### src/rtl/fetch_pkg.sv
// fetch_pkg: types and constants shared by the instruction-fetch front end.
package fetch_pkg;

  // REQ: request outstanding; FULL: queue full, no request;
  // DROP: waiting for the response of a fetch that was squashed.
  typedef enum logic [1:0] {
    REQ  = 2'd0,
    FULL = 2'd1,
    DROP = 2'd2
  } fetch_state_t;

  // One fetched instruction word together with the address it came from.
  typedef struct packed {
    logic [31:0] pc;
    logic [31:0] instr;
  } fetch_entry_t;

  localparam logic [31:0] PC_STEP = 32'd4;

endpackage

### src/rtl/fetch_fifo.sv
// fetch_fifo: small power-of-two FIFO of fetch entries with push/pop/flush.
// Flush wins over push and pop. Push while full is accepted only together
// with a pop. The head entry is read combinationally from the storage array.
module fetch_fifo
  import fetch_pkg::*;
#(
  parameter int DEPTH = 4
) (
  input  logic                     clk,
  input  logic                     srst,
  input  logic                     push,
  input  fetch_entry_t             push_data,
  input  logic                     pop,
  input  logic                     flush,
  output fetch_entry_t             head,
  output logic                     full,
  output logic                     empty,
  output logic [$clog2(DEPTH):0]   count
);

  localparam int AW = $clog2(DEPTH);
  localparam logic [AW-1:0] PTR_ONE   = AW'(1);
  localparam logic [AW:0]   CNT_ONE   = (AW + 1)'(1);
  localparam logic [AW:0]   CNT_DEPTH = (AW + 1)'(DEPTH);

  fetch_entry_t  mem_q [DEPTH];
  logic [AW-1:0] wr_ptr_q, wr_ptr_d;
  logic [AW-1:0] rd_ptr_q, rd_ptr_d;
  logic [AW:0]   count_q, count_d;
  logic          push_ok;
  logic          pop_ok;

  assign full    = (count_q == CNT_DEPTH);
  assign empty   = (count_q == '0);
  assign count   = count_q;
  assign head    = mem_q[rd_ptr_q];
  assign pop_ok  = pop && !flush && !empty;
  assign push_ok = push && !flush && (!full || pop_ok);

  // Pointer and occupancy next-state; pointers wrap naturally at DEPTH.
  always_comb begin
    wr_ptr_d = wr_ptr_q;
    rd_ptr_d = rd_ptr_q;
    count_d  = count_q;
    if (flush) begin
      wr_ptr_d = '0;
      rd_ptr_d = '0;
      count_d  = '0;
    end else begin
      if (push_ok) wr_ptr_d = wr_ptr_q + PTR_ONE;
      if (pop_ok)  rd_ptr_d = rd_ptr_q + PTR_ONE;
      case ({push_ok, pop_ok})
        2'b10:   count_d = count_q + CNT_ONE;
        2'b01:   count_d = count_q - CNT_ONE;
        default: count_d = count_q;
      endcase
    end
  end

  // Pointer and occupancy registers.
  always_ff @(posedge clk) begin
    if (srst) begin
      wr_ptr_q <= '0;
      rd_ptr_q <= '0;
      count_q  <= '0;
    end else begin
      wr_ptr_q <= wr_ptr_d;
      rd_ptr_q <= rd_ptr_d;
      count_q  <= count_d;
    end
  end

  // Entry storage; contents are only meaningful between the pointers.
  always_ff @(posedge clk) begin
    if (push_ok) mem_q[wr_ptr_q] <= push_data;
  end

endmodule

### src/rtl/fetch_queue.sv
// fetch_queue: instruction-fetch front end. Owns the PC, drives the ROM
// request port, buffers fetched words in fetch_fifo and hands them to decode.
// Optional macro FETCH_BYPASS_EN: forward a ROM response straight to decode
// when the queue is empty (zero-cycle fetch-to-decode latency).
module fetch_queue
  import fetch_pkg::*;
#(
  parameter int          DEPTH    = 4,
  parameter logic [31:0] RESET_PC = 32'h0
) (
  input  logic        clk,
  input  logic        RAZ,
  input  logic        redirect,
  input  logic [31:0] redirect_addr,
  output logic        i_req,
  output logic [31:0] i_address,
  input  logic [31:0] i_data_read,
  input  logic        i_data_valid,
  output logic        instr_valid,
  output logic [31:0] instr,
  output logic [31:0] instr_pc,
  input  logic        instr_ready
);

  localparam int            CW       = $clog2(DEPTH) + 1;
  localparam logic [CW-1:0] CNT_LAST = CW'(DEPTH - 1);

  fetch_state_t  state_q, state_d;
  logic [31:0]   pc_q, pc_d;
  logic [31:0]   target_q, target_d;
  logic          fifo_push;
  logic          fifo_pop;
  logic          fifo_flush;
  logic          fifo_full;
  logic          fifo_empty;
  logic [CW-1:0] fifo_count;
  fetch_entry_t  fifo_head;
  fetch_entry_t  fifo_wdata;
  logic          bypass_take;

  // The address is held in pc_q for the whole life of a request.
  assign i_address  = pc_q;
  assign i_req      = (state_q != FULL);
  assign fifo_wdata = '{pc: pc_q, instr: i_data_read};
  // A redirect turns a same-cycle pop into a no-op.
  assign fifo_pop   = instr_ready && !fifo_empty && !redirect;

`ifdef FETCH_BYPASS_EN
  logic bypass_hit;
  assign bypass_hit  = fifo_empty && !redirect && (state_q == REQ) && i_data_valid;
  assign bypass_take = bypass_hit && instr_ready;
  assign instr_valid = !fifo_empty || bypass_hit;
  assign instr       = fifo_empty ? i_data_read : fifo_head.instr;
  assign instr_pc    = fifo_empty ? pc_q : fifo_head.pc;
`else
  assign bypass_take = 1'b0;
  assign instr_valid = !fifo_empty;
  assign instr       = fifo_head.instr;
  assign instr_pc    = fifo_head.pc;
`endif

  fetch_fifo #(
    .DEPTH (DEPTH)
  ) u_fifo (
    .clk       (clk),
    .srst      (RAZ),
    .push      (fifo_push),
    .push_data (fifo_wdata),
    .pop       (fifo_pop),
    .flush     (fifo_flush),
    .head      (fifo_head),
    .full      (fifo_full),
    .empty     (fifo_empty),
    .count     (fifo_count)
  );

  // Fetch FSM next state, PC update, squash target and queue controls.
  always_comb begin
    state_d    = state_q;
    pc_d       = pc_q;
    target_d   = target_q;
    fifo_push  = 1'b0;
    fifo_flush = 1'b0;
    unique case (state_q)
      REQ: begin
        if (redirect) begin
          fifo_flush = 1'b1;
          if (i_data_valid) begin
            pc_d = redirect_addr;
          end else begin
            // The ROM is still busy with the old address: wait it out.
            target_d = redirect_addr;
            state_d  = DROP;
          end
        end else if (i_data_valid) begin
          fifo_push = !bypass_take;
          pc_d      = pc_q + PC_STEP;
          if ((fifo_full && !fifo_pop) ||
              (fifo_push && !fifo_pop && (fifo_count == CNT_LAST))) begin
            state_d = FULL;
          end
        end
      end
      FULL: begin
        if (redirect) begin
          fifo_flush = 1'b1;
          pc_d       = redirect_addr;
          state_d    = REQ;
        end else if (fifo_pop) begin
          state_d = REQ;
        end
      end
      DROP: begin
        if (redirect) begin
          fifo_flush = 1'b1;
          if (i_data_valid) begin
            pc_d    = redirect_addr;
            state_d = REQ;
          end else begin
            target_d = redirect_addr;
          end
        end else if (i_data_valid) begin
          pc_d    = target_q;
          state_d = REQ;
        end
      end
      default: state_d = REQ;
    endcase
  end

  // FSM, PC and saved redirect target registers.
  always_ff @(posedge clk) begin
    if (RAZ) begin
      state_q  <= REQ;
      pc_q     <= RESET_PC;
      target_q <= RESET_PC;
    end else begin
      state_q  <= state_d;
      pc_q     <= pc_d;
      target_q <= target_d;
    end
  end

endmodule

### config.mk
export PLATFORM = sky130hd
export DESIGN_NAME = fetch_queue
export DESIGN_NICKNAME = d
export VERILOG_FILES = /design/src/rtl/fetch_pkg.sv /design/src/rtl/fetch_fifo.sv /design/src/rtl/fetch_queue.sv
export SDC_FILE = /design/constraint.sdc
export NUM_CORES = 1
export LEC_CHECK = 0
export ABC_CLOCK_PERIOD_IN_PS = 5500
export CAP_MARGIN = 10
export CORE_ASPECT_RATIO = 1.25
export CORE_UTILIZATION = 40
export DETAILED_ROUTE_END_ITERATION = 6
export GPL_TIMING_DRIVEN = 1
export PLACE_DENSITY_LB_ADDON = 0.08
export SYNTH_ARGS = -nofsm -noshare
export SYNTH_HDL_FRONTEND = slang
export SYNTH_SLANG_ARGS = --single-unit
export TNS_END_PERCENT = 1
### constraint.sdc
create_clock -name clk -period 5.5 [get_ports clk]
set_input_delay 0.825 -clock clk [delete_from_list [all_inputs] [get_ports clk]]
set_output_delay 0.825 -clock clk [all_outputs]
set_load 0.02 [all_outputs]
======== Word level (Yosys, flattened, before mapping) ========
Memories as Yosys holds them, arrays and structs flattened. A register that Yosys moved wholly into a read port is not among the register bits.
Cells that the tools add are included.
cells by class
  equal/unequal tests ..................... 14
  $add $sub $neg .......................... 5
  reduce and logical (&&, ||, !) cells .... 25
  mux-type cells .......................... 25
  bitwise logic cells ..................... 1
operators with widths
  cell                                                 number
  two-way mux 32 bit                                   6
  case mux 32 bit (3 select lines)                     1
  adder 32 x 3 -> 32 bit, second input constant        1
  two-way mux 2 bit                                    9
  inequality test 3 bit, second input constant         5
  logical AND 1 bit                                    8
  two-way mux 1 bit                                    7
  case mux 2 bit (3 select lines)                      1
  case mux 3 bit (2 select lines)                      1
  zero test 1 bit                                      5
  AND reduction 5 bit                                  1
  adder 2 x 1 -> 2 bit, second input constant          2
  equality test 2 x 1 -> 1 bit, second input constant  2
  equality test 2 bit, second input constant           2
  inequality test 2 bit, second input constant         2
  AND reduction 4 bit                                  1
  OR reduction 2 bit                                   2
  adder 3 x 1 -> 3 bit, second input constant          1
  equality test 3 x 2 -> 1 bit, second input constant  1
  equality test 3 bit, second input constant           1
  zero test 3 bit                                      1
  AND reduction 3 bit                                  1
  nonzero test 3 bit                                   1
  OR reduction 3 bit                                   1
  other kinds (6)                                      7
storage, ports and cells
  bits in writable memories ............... 256
  output and inout bits ................... 98
  memories ................................ 1
  register bits after elaboration ......... 73
  input port bits ......................... 69
memory list
  name          depth  bits a word  read ports  clocked after memory_dff  write ports  RTL line          source
  u_fifo.mem_q  4      64           1           1                         1            fetch_fifo.sv:26  fetch_entry_t mem_q [DEPTH];

======== Logic depth before layout (Yosys ltp) ========
  depth after elaboration ................. 11
  depth in mapped cells ................... 10

======== By module ========
Synthesis repeated with hierarchy kept, for this count alone.
second synthesis, totals
  cell total of the unflattened synthesis .. 1,053
  area total of the unflattened synthesis .. 14,407.6 µm²
by module, submodules not included
  module       times used  cells an instance  seq. area each (µm²)  area each (µm²)
  fetch_fifo   1           391                7,867.5               9,706.8
  fetch_queue  1           662                1,321.3               4,700.8

======== Worst setup path before layout ========
OpenSTA, ideal clock, no wires.
  kind .................................... in2reg
  start point ............................. input port redirect
  end point ............................... memory u_fifo.mem_q[0][0] (netlist bit) (enable)
  path slack .............................. 2.079 ns
  path buffers ............................ 1
  stages .................................. 4
  data required time ...................... 5.071 ns
  arrival ................................. 2.993 ns
  cell sequence ........................... buf_2 > nand3b_1 > nor2_1 > and2_1
on the way
  cells in the longest elaborated chain, start to end .. 9
RTL lines
  what                                       RTL line                                                   source
  start: declaration                         fetch_queue.sv:13                                          input logic redirect,
  two-way mux 1 bit                          fetch_queue.sv:86, fetch_queue.sv:105, fetch_queue.sv:114
  two-way mux 1 bit                          -
  zero test 1 bit                            fetch_fifo.sv:37, fetch_fifo.sv:38
  logical AND 1 bit (2 in a row)             fetch_fifo.sv:37                                           assign pop_ok = pop && !flush && !empty;
  logical OR 1 bit                           fetch_fifo.sv:38                                           assign push_ok = push && !flush && (!full || pop_ok);
  logical AND 1 bit *                        fetch_fifo.sv:38
  two-way mux 1 bit *                        fetch_fifo.sv:75                                           if (push_ok) mem_q[wr_ptr_q] <= push_data;
  two-way mux 1 bit (implied by the code) *  fetch_fifo.sv:75
  end: declaration                           fetch_fifo.sv:26
Every way passes the cells marked *; elsewhere a longest branch is shown, timed or not.

==> results_dict.tcl <==
set metrics [dict create \
    ys.flop_type "edfxtp_1" \
    tritoncts "done" \
    ant_nets 0 \
    gp_congestion 0.831 \
    setup_tns_ns 0 \
    clock_path_buffers 3 \
    final_layout_size_suffix_gt1_share_pct 13.2 \
    dp_cells 1595 \
    min_to "target_q[15]" \
    num_antenna_cells 0 \
    antenna_found_initial 0 \
    drv_cap 0 \
    setup_viol 0 \
    finalMaxSlewViolations 0 \
    timing.rr.end "i_address[27]" \
    yosysWarnings 0 \
    area_delta_synth_final_pct 22.4 \
    syn_area_sq_um 14300 \
    synthCells 1007 \
    yosys-top-cells-count "edfxtp_1, nand2_1, dfxtp_1, mux4_2, a21oi_1" \
    root_buffer "clkbuf_16" \
    io_buffer_count 166 \
    rr_startpoint "state_q[0]" \
    rsz0062_at_grt "false" \
    r2r_cells 6 \
    synthTopCellsByArea "edfxtp_1, dfxtp_1, mux4_2" \
    post-synth-top-count-cell "edfxtp_1" \
    drt_pre_antenna_iters 5 \
    die_x_microns 171 \
    ys_seq_area_share_pct 64.4 \
    whs_path_depth 2 \
    relSlewSlack_pct 25.4 \
    synthXorXnorAreaFrac_pct 0.552 \
    gr-total-overflow 0 \
    cts-resized-gates 0 \
    end_kind "primary output" \
    boundaryPins 167 \
    vias 9333 \
    cts.sinks 331 \
    synth_edf_count 256 \
    hpwl_microns 23300 \
    die_y_microns 213 \
    cts_made_buffers 35 \
    synth_top_family_by_area "multiplexers" \
    critPathRequiredTime_ns 4.68 \
    core_area_sq_um 35300 \
    post_cts_buffers 0 \
    finalHoldViolCount 0 \
    nNetsFinal 1237 \
    synth_compound_area_share_pct 11.0 \
    yosys.area.top_type "edfxtp_1" \
    power_leakage_nw 5.56 \
    viasPerCell 5.63 \
    post-synth-top-area-fraction_pct 53.9 \
    fmax_mhz 264 \
    syn_avg_cell_area_sq_um 14.2 \
    ys_ff_latch 331 \
    crit_arrival_ns 2.97 \
    yosys-mux-area-fraction_pct 12.1 \
    worstHoldStart "target_q[15]" \
    hold_path_class "flip-flop to flip-flop" \
    die_area_sq_um 36400 \
    synthSimpleGateAreaFrac_pct 8.67 \
    htreeDepth 2 \
    cts_hold_buffers 0 \
    pre_cts_ws_ns 1.72 \
    wl_per_cell_microns 22.7 \
    worstMarginPinSlew_ns 1.12 \
    fin_worst_skew_ns 0.00859 \
    synth_fa_ha_area_share_pct 0.929 \
    syn_nets 1086 \
    path_class "flip-flop to primary output" \
    fin_crit_ns 3.79 \
    power_per_cell_area_nw_per_um2 354 \
    grt_max_degree 65 \
    clk-insertion-delay-late_ns 0.52 \
    ff2ff_setup_slack_ns 2.27 \
    drcViolationCount 0 \
    synth_cell_types 76 \
    finalWirelength_microns 37700 \
    max-vdd-ir-drop_mv 0.194 \
    crit_fanout 34 \
    fin_crit_sh_pct 69.0 \
    final_cells 1659 \
    fin_ws_ns 1.71 \
    start_util_pct 40.5 \
    outcome "finished clean" \
    grt_pass1_vias 9211 \
    path_clk_slew_ns 0.06 \
    async_flop_share_pct 0 \
    startpoint_type "flip-flop" \
    grt_usage_pct 20.9 \
    num_rows 77 \
    grt_pass1_wl_microns 56100 \
    drtIter0Drc 720 \
]
-- power by group --
| group | internal (W) | leakage [nW] | switching [W] |
|---|---|---|---|
| clock network | 0.00131 | 0.525 | 0.000955 |
| registers | 0.00284 | 2.96 | 0.000165 |
| logic | 0.000390 | 2.07 | 0.000538 |
| total | 0.00453 | 5.56 | 0.00166 |
-- cell type report --
| class | count | area (sq um) |
|---|---|---|
| fillers | 3125 | 17800 |
| flip-flops and latches | 331 | 9200 |
| multi-input cells | 593 | 4770 |
| repair buffers | 180 | 1760 |
| clock buffers | 47 | 942 |
| well taps | 474 | 593 |
| clock inverters | 17 | 146 |
| inverters | 17 | 63.8 |
-- critical path: stages (launching register included) --
cell and delay, ns:
dfxtp_4 0.82, buf_4 0.48, mux4_2 0.57, clkdlybuf4s50_1 0.56
-- worst max-delay path by stage --
stage,endpoint,startpoint,slack (ns)
floorplan,u_fifo.mem_q[0][0],redirect,2.08
global placement,u_fifo.mem_q[0][29],redirect,1.74
detailed placement,u_fifo.mem_q[0][28],redirect,1.72
CTS,instr[30],flip-flop,1.60
global route,instr[30],flip-flop,1.50
finish,instr[30],flip-flop,1.71
-- sequential cells by signal, summed over array words and instances, names as in the netlist, named ones only --
| name | flops |
|---|---|
| u_fifo.wr_ptr_q | 2 |
| u_fifo.rd_ptr_q | 2 |
| u_fifo.count | 3 |
| u_fifo.mem_q | 256 |
| target_q | 32 |
| state_q | 2 |
| i_address | 32 |
-- logic make-up after synthesis --
kind of cell    count (synthesis)
flops                         331
simple gates                  255
compound gates                227
mux                            92
buf+inv                        83
fa+ha+maj                      10
xor+xnor                        9
-- per-stage QoR --
stage / cell area [sq um] / utilization [%] / total power [W] / hold slack (ns)
6_report: 17500 / 49.5 / 0.00619 / 0.450
5_1_grt: 17500 / 49.5 / 0.00642 / 0.473
4_1_cts: 17500 / 49.5 / 0.00625 / 0.452
3_5_place_dp: 16400 / 46.5 / 0.00398 / 0.443
3_3_place_gp: 16400 / 46.5 / 0.00397 / 0.438
2_1_floorplan: 14300 / - / 0.00352 / 0.432
-- layout by cell type (no fill, tap or decap), types with 5 or more instances in the layout --
master / instances
mux2i_1: 24
clkbuf_1: 11
o221ai_1: 6
xnor2_1: 5
a211oi_1: 8
o211ai_1: 5
mux4_2: 64
a22oi_1: 14
edfxtp_1: 256
nor2_1: 42
or3_1: 5
a21oi_1: 63
a31oi_1: 13
buf_4: 14
nand3b_1: 8
a311oi_1: 7
clkdlybuf4s50_1: 165
inv_1: 17
o21ai_0: 28
dfxtp_1: 73
nor3_1: 10
o32ai_1: 5
clkbuf_16: 36
o22ai_1: 14
a22o_1: 9
clkinv_1: 8
nand2_1: 120
o2111ai_1: 5
ha_1: 7
nand3_1: 15
nand2b_1: 6
nor2b_1: 9
nand4_1: 10
-- metal layers --
metal	up-vias	global-route usage (%)	wire length (microns)
li1	4259	-	-
met1	4677	27.3	15800
met2	334	34.8	18600
met3	63	3.30	2070
met4	0	8.22	1140
met5	-	0	0
No activity file was read; power rests on OpenSTA's default activity.
